===== src/rtl/ex_muldiv_unit.sv =====
// Iterative RV32M multiply/divide unit for the EX stage: radix-2 shift-add multiply,
// restoring divide, 32 iterations plus a sign-fix cycle. Optional MULDIV_EARLY_OUT_EN.
module ex_muldiv_unit #(
    parameter int XLEN = 32
) (
    input  logic            clk,
    input  logic            rst_n,
    input  logic            start_in,
    input  logic [XLEN-1:0] rs1_data_in,
    input  logic [XLEN-1:0] rs2_data_in,
    input  logic [2:0]      func3_in,
    input  logic [6:0]      func7_in,
    input  logic [4:0]      rd_addr_in,
    input  logic            flush_in,
    output logic            busy_out,
    output logic            done_out,
    output logic [XLEN-1:0] result_out,
    output logic [4:0]      rd_addr_out
);

    typedef enum logic [1:0] {
        IDLE = 2'd0,
        CALC = 2'd1,
        FIX  = 2'd2,
        DONE = 2'd3
    } state_t;

    function automatic logic [31:0] neg32(input logic [31:0] v);
        return ~v + 32'd1;
    endfunction

    function automatic logic [63:0] neg64(input logic [63:0] v);
        return ~v + 64'd1;
    endfunction

    state_t      state_r, state_s;
    logic [4:0]  cnt_r, cnt_s;
    logic [63:0] acc_r, acc_s;
    logic [31:0] opd_r, opd_s;
    logic [2:0]  func3_r, func3_s;
    logic [4:0]  rd_r, rd_s;
    logic        neg_res_r, neg_res_s;
    logic        neg_rem_r, neg_rem_s;
    logic        div_zero_r, div_zero_s;
    logic [31:0] result_r, result_s;
    logic [4:0]  rd_out_r, rd_out_s;
    logic        done_r, done_s;

    logic        accept_s, is_div_s, signed_a_s, signed_b_s, sa_s, sb_s;
    logic        zero_div_s, ovf_s, early_s;
    logic [31:0] ma_mag_s, mb_mag_s, early_res_s;
    logic [32:0] mul_sum_s, rem_sh_s;
    logic [63:0] mul_next_s, div_next_s, prod_s;
    logic [31:0] diff_s, quot_s, rem_s, fix_res_s;
    logic        ge_s;

    assign accept_s   = start_in & (func7_in == 7'b0000001) & ~flush_in;
    assign is_div_s   = func3_in[2];
    assign signed_a_s = (func3_in == 3'd1) | (func3_in == 3'd2) | (func3_in == 3'd4) | (func3_in == 3'd6);
    assign signed_b_s = (func3_in == 3'd1) | (func3_in == 3'd4) | (func3_in == 3'd6);
    assign sa_s       = signed_a_s & rs1_data_in[31];
    assign sb_s       = signed_b_s & rs2_data_in[31];
    assign ma_mag_s   = sa_s ? neg32(rs1_data_in) : rs1_data_in;
    assign mb_mag_s   = sb_s ? neg32(rs2_data_in) : rs2_data_in;
    assign zero_div_s = is_div_s & (rs2_data_in == 32'h0000_0000);
    assign ovf_s      = is_div_s & ~func3_in[0] & (rs1_data_in == 32'h8000_0000)
                        & (rs2_data_in == 32'hFFFF_FFFF);

`ifdef MULDIV_EARLY_OUT_EN
    assign early_s = zero_div_s | ovf_s
                     | (~is_div_s & ((rs1_data_in == 32'h0000_0000) | (rs2_data_in == 32'h0000_0000)));
    // Early result: multiply by zero is 0; otherwise the divide special-case values.
    always_comb begin
        early_res_s = 32'h0000_0000;
        if (!is_div_s) begin
            early_res_s = 32'h0000_0000;
        end else if (zero_div_s) begin
            early_res_s = func3_in[1] ? rs1_data_in : 32'hFFFF_FFFF;
        end else begin
            early_res_s = func3_in[1] ? 32'h0000_0000 : 32'h8000_0000;
        end
    end
`else
    assign early_s     = 1'b0;
    assign early_res_s = 32'h0000_0000;
`endif

    // Multiply step: conditionally add the multiplicand to the high half, then shift right.
    assign mul_sum_s  = {1'b0, acc_r[63:32]} + (acc_r[0] ? {1'b0, opd_r} : 33'd0);
    assign mul_next_s = {mul_sum_s, acc_r[31:1]};

    // Divide step: shifted partial remainder can reach 33 bits before the trial subtract.
    assign rem_sh_s   = acc_r[63:31];
    assign ge_s       = (rem_sh_s >= {1'b0, opd_r});
    assign diff_s     = rem_sh_s[31:0] - opd_r;
    assign div_next_s = ge_s ? {diff_s, acc_r[30:0], 1'b1} : {rem_sh_s[31:0], acc_r[30:0], 1'b0};

    assign prod_s = neg_res_r ? neg64(acc_r) : acc_r;
    assign quot_s = div_zero_r ? 32'hFFFF_FFFF : (neg_res_r ? neg32(acc_r[31:0]) : acc_r[31:0]);
    assign rem_s  = neg_rem_r ? neg32(acc_r[63:32]) : acc_r[63:32];

    // Final result selection in the sign-fix cycle.
    always_comb begin
        fix_res_s = 32'h0000_0000;
        case (func3_r)
            3'd0:                fix_res_s = prod_s[31:0];
            3'd1, 3'd2, 3'd3:    fix_res_s = prod_s[63:32];
            3'd4, 3'd5:          fix_res_s = quot_s;
            3'd6, 3'd7:          fix_res_s = rem_s;
            default:             fix_res_s = 32'h0000_0000;
        endcase
    end

    // Next-state and datapath update; flush kills the operation without completing it.
    always_comb begin
        state_s    = state_r;
        cnt_s      = cnt_r;
        acc_s      = acc_r;
        opd_s      = opd_r;
        func3_s    = func3_r;
        rd_s       = rd_r;
        neg_res_s  = neg_res_r;
        neg_rem_s  = neg_rem_r;
        div_zero_s = div_zero_r;
        result_s   = result_r;
        rd_out_s   = rd_out_r;
        done_s     = 1'b0;
        if (flush_in) begin
            state_s = IDLE;
        end else begin
            case (state_r)
                IDLE: begin
                    if (accept_s) begin
                        func3_s    = func3_in;
                        rd_s       = rd_addr_in;
                        cnt_s      = 5'd0;
                        neg_res_s  = sa_s ^ sb_s;
                        neg_rem_s  = sa_s;
                        div_zero_s = zero_div_s;
                        if (is_div_s) begin
                            acc_s = {32'h0000_0000, ma_mag_s};
                            opd_s = mb_mag_s;
                        end else begin
                            acc_s = {32'h0000_0000, mb_mag_s};
                            opd_s = ma_mag_s;
                        end
                        if (early_s) begin
                            result_s = early_res_s;
                            rd_out_s = rd_addr_in;
                            done_s   = 1'b1;
                            state_s  = DONE;
                        end else begin
                            state_s  = CALC;
                        end
                    end else begin
                        state_s = IDLE;
                    end
                end
                CALC: begin
                    acc_s = func3_r[2] ? div_next_s : mul_next_s;
                    cnt_s = cnt_r + 5'd1;
                    if (cnt_r == 5'd31) begin
                        state_s = FIX;
                    end else begin
                        state_s = CALC;
                    end
                end
                FIX: begin
                    result_s = fix_res_s;
                    rd_out_s = rd_r;
                    done_s   = 1'b1;
                    state_s  = DONE;
                end
                DONE: begin
                    state_s = IDLE;
                end
                default: begin
                    state_s = IDLE;
                end
            endcase
        end
    end

    // State and datapath registers.
    always_ff @(posedge clk or negedge rst_n) begin
        if (!rst_n) begin
            state_r    <= IDLE;
            cnt_r      <= 5'd0;
            acc_r      <= 64'd0;
            opd_r      <= 32'd0;
            func3_r    <= 3'd0;
            rd_r       <= 5'd0;
            neg_res_r  <= 1'b0;
            neg_rem_r  <= 1'b0;
            div_zero_r <= 1'b0;
            result_r   <= 32'd0;
            rd_out_r   <= 5'd0;
            done_r     <= 1'b0;
        end else begin
            state_r    <= state_s;
            cnt_r      <= cnt_s;
            acc_r      <= acc_s;
            opd_r      <= opd_s;
            func3_r    <= func3_s;
            rd_r       <= rd_s;
            neg_res_r  <= neg_res_s;
            neg_rem_r  <= neg_rem_s;
            div_zero_r <= div_zero_s;
            result_r   <= result_s;
            rd_out_r   <= rd_out_s;
            done_r     <= done_s;
        end
    end

    assign busy_out    = (state_r == CALC) | (state_r == FIX);
    assign done_out    = done_r;
    assign result_out  = result_r;
    assign rd_addr_out = rd_out_r;

endmodule


===== config.mk =====
export PLATFORM = sky130hd
export DESIGN_NAME = ex_muldiv_unit
export DESIGN_NICKNAME = d
export VERILOG_FILES = /design/src/rtl/ex_muldiv_unit.sv
export SDC_FILE = /design/constraint.sdc
export NUM_CORES = 1
export LEC_CHECK = 0
export CAP_MARGIN = 20
export CORE_MARGIN = 1.5
export CORE_UTILIZATION = 60
export CTS_CLUSTER_SIZE = 8
export DETAILED_ROUTE_END_ITERATION = 8
export GPL_ROUTABILITY_DRIVEN = 1
export GPL_TIMING_DRIVEN = 0
export HOLD_SLACK_MARGIN = 0.1
export PLACE_DENSITY = 0.82
export SLEW_MARGIN = 20
export SYNTH_ARGS = -nofsm -noshare
export SYNTH_HDL_FRONTEND = slang
export SYNTH_SLANG_ARGS = --single-unit

===== constraint.sdc =====
create_clock -name clk -period 8.5 [get_ports clk]
set_input_delay 0.85 -clock clk [delete_from_list [all_inputs] [get_ports clk]]
set_output_delay 0.85 -clock clk [all_outputs]
set_load 0.02 [all_outputs]

==> flow_summary_export.csv, run 1 <==
group,metric,value,unit
clock_tree,cts_resized,0,
clock_tree,clock_path_buffers,2,
synthesis,synth_top_area_share,25.65,%
cells_and_area,nFillCells,2026,
worst_setup_path,path_class,"reg -> reg",
synthesis,synthArstFlopShare,100.0,%
global_routing,antenna_found_initial,2,
routing,drt_iter0_drc,1950,
routing,drcViolationCount,0,
clock_tree,clock-sinks,152,
power_and_ir_drop,irDropWorstVdd,0.1078,mV
routing,routedWlPerCell,24.58,um
worst_setup_path,crit_fanout,9,
synthesis,synth.most_common_cell,"nand2_1",
worst_setup_path,ff2ff_path_depth,11,
clock_tree,clk_pin_slew,0.08,ns
place,io_buffers,120,
place,dpl.cell_count,2404,
worst_setup_path,cp-start-kind,"register",
routing,ant_nets,0,
place,gp_congestion,1.073,
timing,fin_crit,4.781,ns
routing,dr_total_vias,16490,
power_and_ir_drop,p_per_area,138.4,nW/um^2
timing,final.setup.tns,0,ns
routing,routed_via_density,6.765,
synthesis,synthSimpleGateAreaFrac,20.06,%
synthesis,synth_warnings,0,
global_routing,grt_pass1_wl,90.96,mm
global_routing,first_global_vias,15800,
synthesis,ys_types,80,
floorplanning,rows,57,
floorplanning,core,24250,sq um
timing,relSlewSlack,21.69,%
power_and_ir_drop,p_leak,7.216,nW
timing,fmax,209.2,MHz
timing,fin_skew,0.01922,ns
synthesis,muxShareOfSynthArea,4.574,%
synthesis,synth-compound-area-share,26.95,%
clock_tree,root_buffer,"clkbuf_16",
outcome,status,"finished, final reports clean",
clock_tree,post_cts_buffers,0,
synthesis,yosys.area.top_type,"dfrtp_1",
synthesis,syn_area,14830,sq um
routing,firstDrtPassIters,8,
timing,setup_viol,0,
floorplanning,initial_core_util,61.15,%
synthesis,ys_ff_latch,152,
synthesis,synth_top_family_by_area,"compound AO/OA/AOI/OAI gates",
timing,slew_viol_final,0,
timing,timing.final.crit_share,56.25,%
global_routing,grt_max_degree,78,
global_routing,grt_use_total,46.53,%
synthesis,synth_edf_count,0,
floorplanning,die-area,25660,sq um
synthesis,synthTopCellsByCount,"nand2_1, nor2_1, a21oi_1",
clock_tree,cts_made_buffers,17,
synthesis,synth_adder_area_share,6.430,%
routing,routed_wl,59.89,mm
timing,rsz0062_at_grt,"no",
timing,hold_viol_final,0,
floorplanning,ios,122,
job,maxCapViolations,0,
clock_tree,insertion_delay,0.45,ns
clock_tree,cts_hold_buf,0,
synthesis,syn_nets,2117,
place,dpl.hpwl,46.20,mm
synthesis,seq_area_frac_synth,25.65,%
floorplanning,die_h,160.2,um
worst_setup_path,arrival,5.13,ns
cells_and_area,fin_nets,2257,
clock_tree,cts_tree,"yes",
synthesis,synth_ff_type,"dfrtp_1",
timing,worst_pin_slew,1.158,ns
cells_and_area,final_cells,2437,
worst_setup_path,cp.required,8.85,ns
min_path,hold_path_class,"in -> async",
synthesis,ys_top_cells_by_area,"dfrtp_1, ha_1, a21oi_1",
synthesis,synth_cells,1959,
clock_tree,h-tree-depth,4,
cells_and_area,area_growth,14.95,%
synthesis,synthXorXnorAreaFrac,11.11,%
synthesis,syn_avg_cell_area,7.569,sq um
global_routing,overflow,0,
floorplanning,fp.dieW,160.2,um
cells_and_area,drive_above_1_share,4.498,%
worst_setup_path,critPathCaptureType,"register",
==> cells in the final DEF, fill, tap and decap left out, drive strengths merged, types with 15 or more instances in the layout <==
cell type,count
clkdlybuf4s50,119
nand2b,18
inv,77
ha,73
dfrtp,152
nand2,216
a21o,36
clkbuf,147
xnor2,92
mux2i,25
a211oi,33
o21ai,188
xor2,96
nand3,55
a31oi,16
nor3,36
or3,21
o31ai,34
nor4,15
mux2,38
a21oi,182
nor2,184
or4,19
o221ai,16
o211ai,20
==> logic make-up after synthesis <==
logic type,Yosys count
AND/OR/NAND/NOR,634
adder cells (fa/ha/maj),75
AO/OA/AOI/OAI,641
flip-flops,152
multiplexers,63
XOR/XNOR,188
buffers and inverters,206
==> power by group <==
part | total, mW | switching [mW] | internal, mW | leakage (nW)
Clock | 0.787 | 0.369 | 0.418 | 0.266
Sequential | 0.811 | 0.0486 | 0.762 | 2.06
Combinational | 0.761 | 0.466 | 0.295 | 4.89
Total | 2.36 | 0.884 | 1.48 | 7.22
==> through the flow <==
stage	total power, mW	utilization (%)	cell area [sq um]	setup slack, ns	hold WS [ns]
6_report	2.359	70.28	17040	3.719	0.3474
5_1_grt	2.430	70.28	17040	3.572	0.4091
4_1_cts	2.317	70.27	17040	3.817	0.4036
3_5_place_dp	1.552	67.91	16470	3.680	0.4696
3_3_place_gp	1.537	67.77	16430	0.4491	0.4461
2_1_floorplan	1.277	-	14830	4.840	0.4331
==> routing by layer <==
layer,global-route usage [%],vias up,wire length [um]
met5,0,-,11
met1,58.82,7753,22680
met3,11.53,232,6985
met4,27.99,2,4017
li1,-,7374,-
met2,71.90,1125,26190
==> worst max-delay path: stages (launching register included) <==
cell	delay (ns)
dfrtp_1	0.41
clkbuf_1	0.29
or4_1	0.68
nor4b_1	0.69
nand3_1	0.47
or4b_1	0.71
or3_1	0.39
o21ai_1	0.17
o21ai_0	0.09
mux2i_1	0.42
a31oi_1	0.15
o22a_1	0.20
==> final timing paths <==
check                               from             end  slack (ns)
min                                rst_n       opd_r[13]        0.35
max                            acc_r[41]  result_out[22]        3.72
min reg2reg                result_out[6]   result_out[6]        0.48
max in group asynchronous          rst_n  result_out[26]        7.28
max reg2reg                    acc_r[41]  result_out[22]        3.72
min in group clk           result_out[6]   result_out[6]        0.48
==> state kept, by name (all words and copies together), names as in the netlist, 2 cells and up <==
register and count:
acc_r 64, opd_r 32, result_out 32, cnt_r 5
rd_addr_out 5, rd_r 5, func3_r 3, state_r 2
==> final cells by class <==
class | instances | area [sq um] | area share [%]
multi-input cells | 1601 | 10250 | 60.13
flip-flops and latches | 152 | 3804 | 22.32
repair buffers | 121 | 1234 | 7.239
plain buffers | 135 | 509.2 | 2.988
clock buffers | 19 | 442.9 | 2.599
well taps | 324 | 405.4 | 2.379
inverters | 71 | 266.5 | 1.564
clock inverters | 13 | 131.4 | 0.7709
diodes | 1 | 2.502 | 0.01468
(Power assumes the default switching activity.)
==> inputs of run 2 (changes only) <==
clock period = 4.45 ns   (was 8.5 ns; I/O delays follow)
==> run 2 against run 1 <==
- global-route usage rose by 0.062 points
- critical path depth rose by 1
- clock power rose by 91%
- largest power group unchanged
==> flow_summary_export.csv, run 2 (synthesized netlist as in run 1, its figures left out) <==
group,metric,value,unit
routing,dr_total_vias,16710,
worst_setup_path,reg2reg_to,"result_out[20]",
worst_setup_path,reg2reg_slack,0.03,ns
timing,final.setup.tns,0,ns
worst_setup_path,cpMaxStageDelayCell,"o21ai_0",
timing,fin_crit,4.422,ns
floorplanning,core,24250,sq um
cells_and_area,area_growth,15.38,%
job,maxCapViolations,0,
floorplanning,ios,122,
place,dpl.hpwl,46.20,mm
worst_setup_path,r2r-start,"acc_r[0]",
min_path,holdPathEnd,"result_out[6]",
clock_tree,clock-sinks,152,
routing,routedWlPerCell,24.58,um
routing,ant_nets,0,
worst_setup_path,cp.required,4.79,ns
clock_tree,cts_tree,"yes",
worst_setup_path,path_class,"reg -> reg",
routing,routed_wl,59.97,mm
timing,hold_viol_final,0,
worst_setup_path,cp-start-kind,"register",
worst_setup_path,crit_fanout,10,
worst_setup_path,ff2ff_path_depth,12,
global_routing,antenna_found_initial,1,
floorplanning,die_h,160.2,um
clock_tree,root_buffer,"clkbuf_16",
clock_tree,clock_path_buffers,2,
timing,setup_viol,0,
worst_setup_path,cp.buffers_inverters,3,
power_and_ir_drop,irDropWorstVdd,0.2027,mV
routing,drt_iter0_drc,1913,
timing,slew_viol_final,0,
cells_and_area,fin_nets,2260,
cells_and_area,registers.top_by_ff_count,"acc_r",
floorplanning,initial_core_util,61.15,%
worst_setup_path,critPathCaptureType,"register",
global_routing,first_global_vias,15820,
power_and_ir_drop,p_per_area,263.6,nW/um^2
global_routing,overflow,0,
routing,drcViolationCount,0,
cells_and_area,layout_commonest_cell,"nand2_1",
power_and_ir_drop,p_leak,7.256,nW
timing,rsz0062_at_grt,"yes",
global_routing,grt_pass1_wl,91.11,mm
clock_tree,h-tree-depth,4,
routing,firstDrtPassIters,6,
timing,fin_skew,0.01652,ns
worst_setup_path,arrival,4.76,ns
min_path,whs_path_depth,2,
outcome,status,"finished, final reports clean",
worst_setup_path,worstPathCellList,"inv_1 -> buf_1 -> ha_1 -> nand3b_1 -> nor3_2 -> nand2_1 -> clkbuf_1 -> nor2_1 -> a21oi_1 -> o21ai_0 -> a22oi_1 -> o22a_1",
clock_tree,clk_pin_slew,0.08,ns
timing,fmax,226.1,MHz
floorplanning,die-area,25660,sq um
clock_tree,insertion_delay,0.45,ns
worst_setup_path,critPathTopFamily,"simple AND/OR/NAND/NOR gates",
routing,routed_via_density,6.848,
timing,relSlewSlack,17.71,%
floorplanning,fp.dieW,160.2,um
min_path,hp-start,"result_out[6]",
global_routing,grt_max_degree,78,
cells_and_area,drive_above_1_share,5.012,%
cells_and_area,largest_reg_flops,64,
place,io_buffers,120,
timing,timing.final.crit_share,99.38,%
cells_and_area,nFillCells,2016,
timing,worst_pin_slew,1.217,ns
global_routing,grt_use_total,46.59,%
cells_and_area,final_cell_mix,"nand2_1, nor2_1, a21oi_1, o21ai_0, dfrtp_1",
clock_tree,cts_made_buffers,17,
cells_and_area,final_util,70.55,%
floorplanning,rows,57,
place,gp_congestion,1.073,
worst_setup_path,slowest_delay,0.62,ns
power_and_ir_drop,power,4.510,mW
min_path,hold_path_class,"reg -> reg",
run 2: cell types whose count changed in the layout (fill, tap and decap cells not counted), sizes merged:
| cell | delta |
|---|---|
| clkbuf | -1 |
| buf | +3 |
| dlygate4sd3 | +1 |
run 2: how the worst max path moves through the flow:
stage / start / cells after the start / slack (ns) / to
after detailed placement: acc_r[0] / 13 / -0.19 / acc_r[61]
after floorplan: acc_r[14] / 10 / 0.79 / result_out[29]
final: acc_r[0] / 12 / 0.03 / result_out[20]
after global placement: rst_n / 1 / -3.20 / result_out[13]
after CTS: acc_r[0] / 12 / 0.06 / result_out[20]
after global routing: acc_r[49] / 13 / -0.14 / acc_r[51]
run 2: tightest hold or removal path, cell delays in order (launching register included):
cell and delay [ns]:
dfrtp_1 0.34, nand2_1 0.04, o21ai_0 0.06
run 2: layout make-up:
| class | count | area [sq um] | area share (%) |
|---|---|---|---|
| buffer | 135 | 513.0 | 2.999 |
| antenna | 1 | 2.502 | 0.01463 |
| timing repair buffer | 124 | 1259 | 7.358 |
| tap | 324 | 405.4 | 2.370 |
| multi-input combinational | 1601 | 10280 | 60.11 |
| inverter | 71 | 266.5 | 1.558 |
| sequential | 152 | 3804 | 22.23 |
| clock inverter | 13 | 131.4 | 0.7679 |
| clock buffer | 19 | 442.9 | 2.589 |
run 2: repair_timing:
action                                  4_1_cts  5_1_grt
hold buffers                                  1        0
endpoints found under the hold margin        76        0
pin swaps                                     0        2
setup buffers                                 0        2
endpoints found under the setup margin        4       19
resized for setup                             5        7
run 2: report_power, final:
part           switching, mW  internal, mW  leakage, nW
sequential            0.0927          1.46         2.06
clock                  0.702         0.799        0.266
combinational          0.895         0.565         4.93
total                   1.69          2.82         7.26
run 2: metal layers:
layer / share of wire [%] / up-vias / routed length [um] / track usage (%)
li1: - / 7385 / - / -
met1: 38 / 7866 / 22500 / 59.20
met2: 44 / 1227 / 26170 / 71.84
met3: 12 / 231 / 7289 / 11.19
met4: 6.7 / 0 / 4019 / 28.16
met5: 0 / - / 0 / 0
run 2: stage by stage:
step	hold WS, ns	cells	setup slack (ns)	area [sq um]
finish	0.4764	2440	0.02780	17110
global route	0.5031	2440	-0.1409	17110
CTS	0.4831	2437	0.06011	17080
detailed placement	0.4624	2404	-0.1895	16470
global placement	0.4461	2403	-3.196	16430
floorplan	0.1494	1959	0.7895	14830
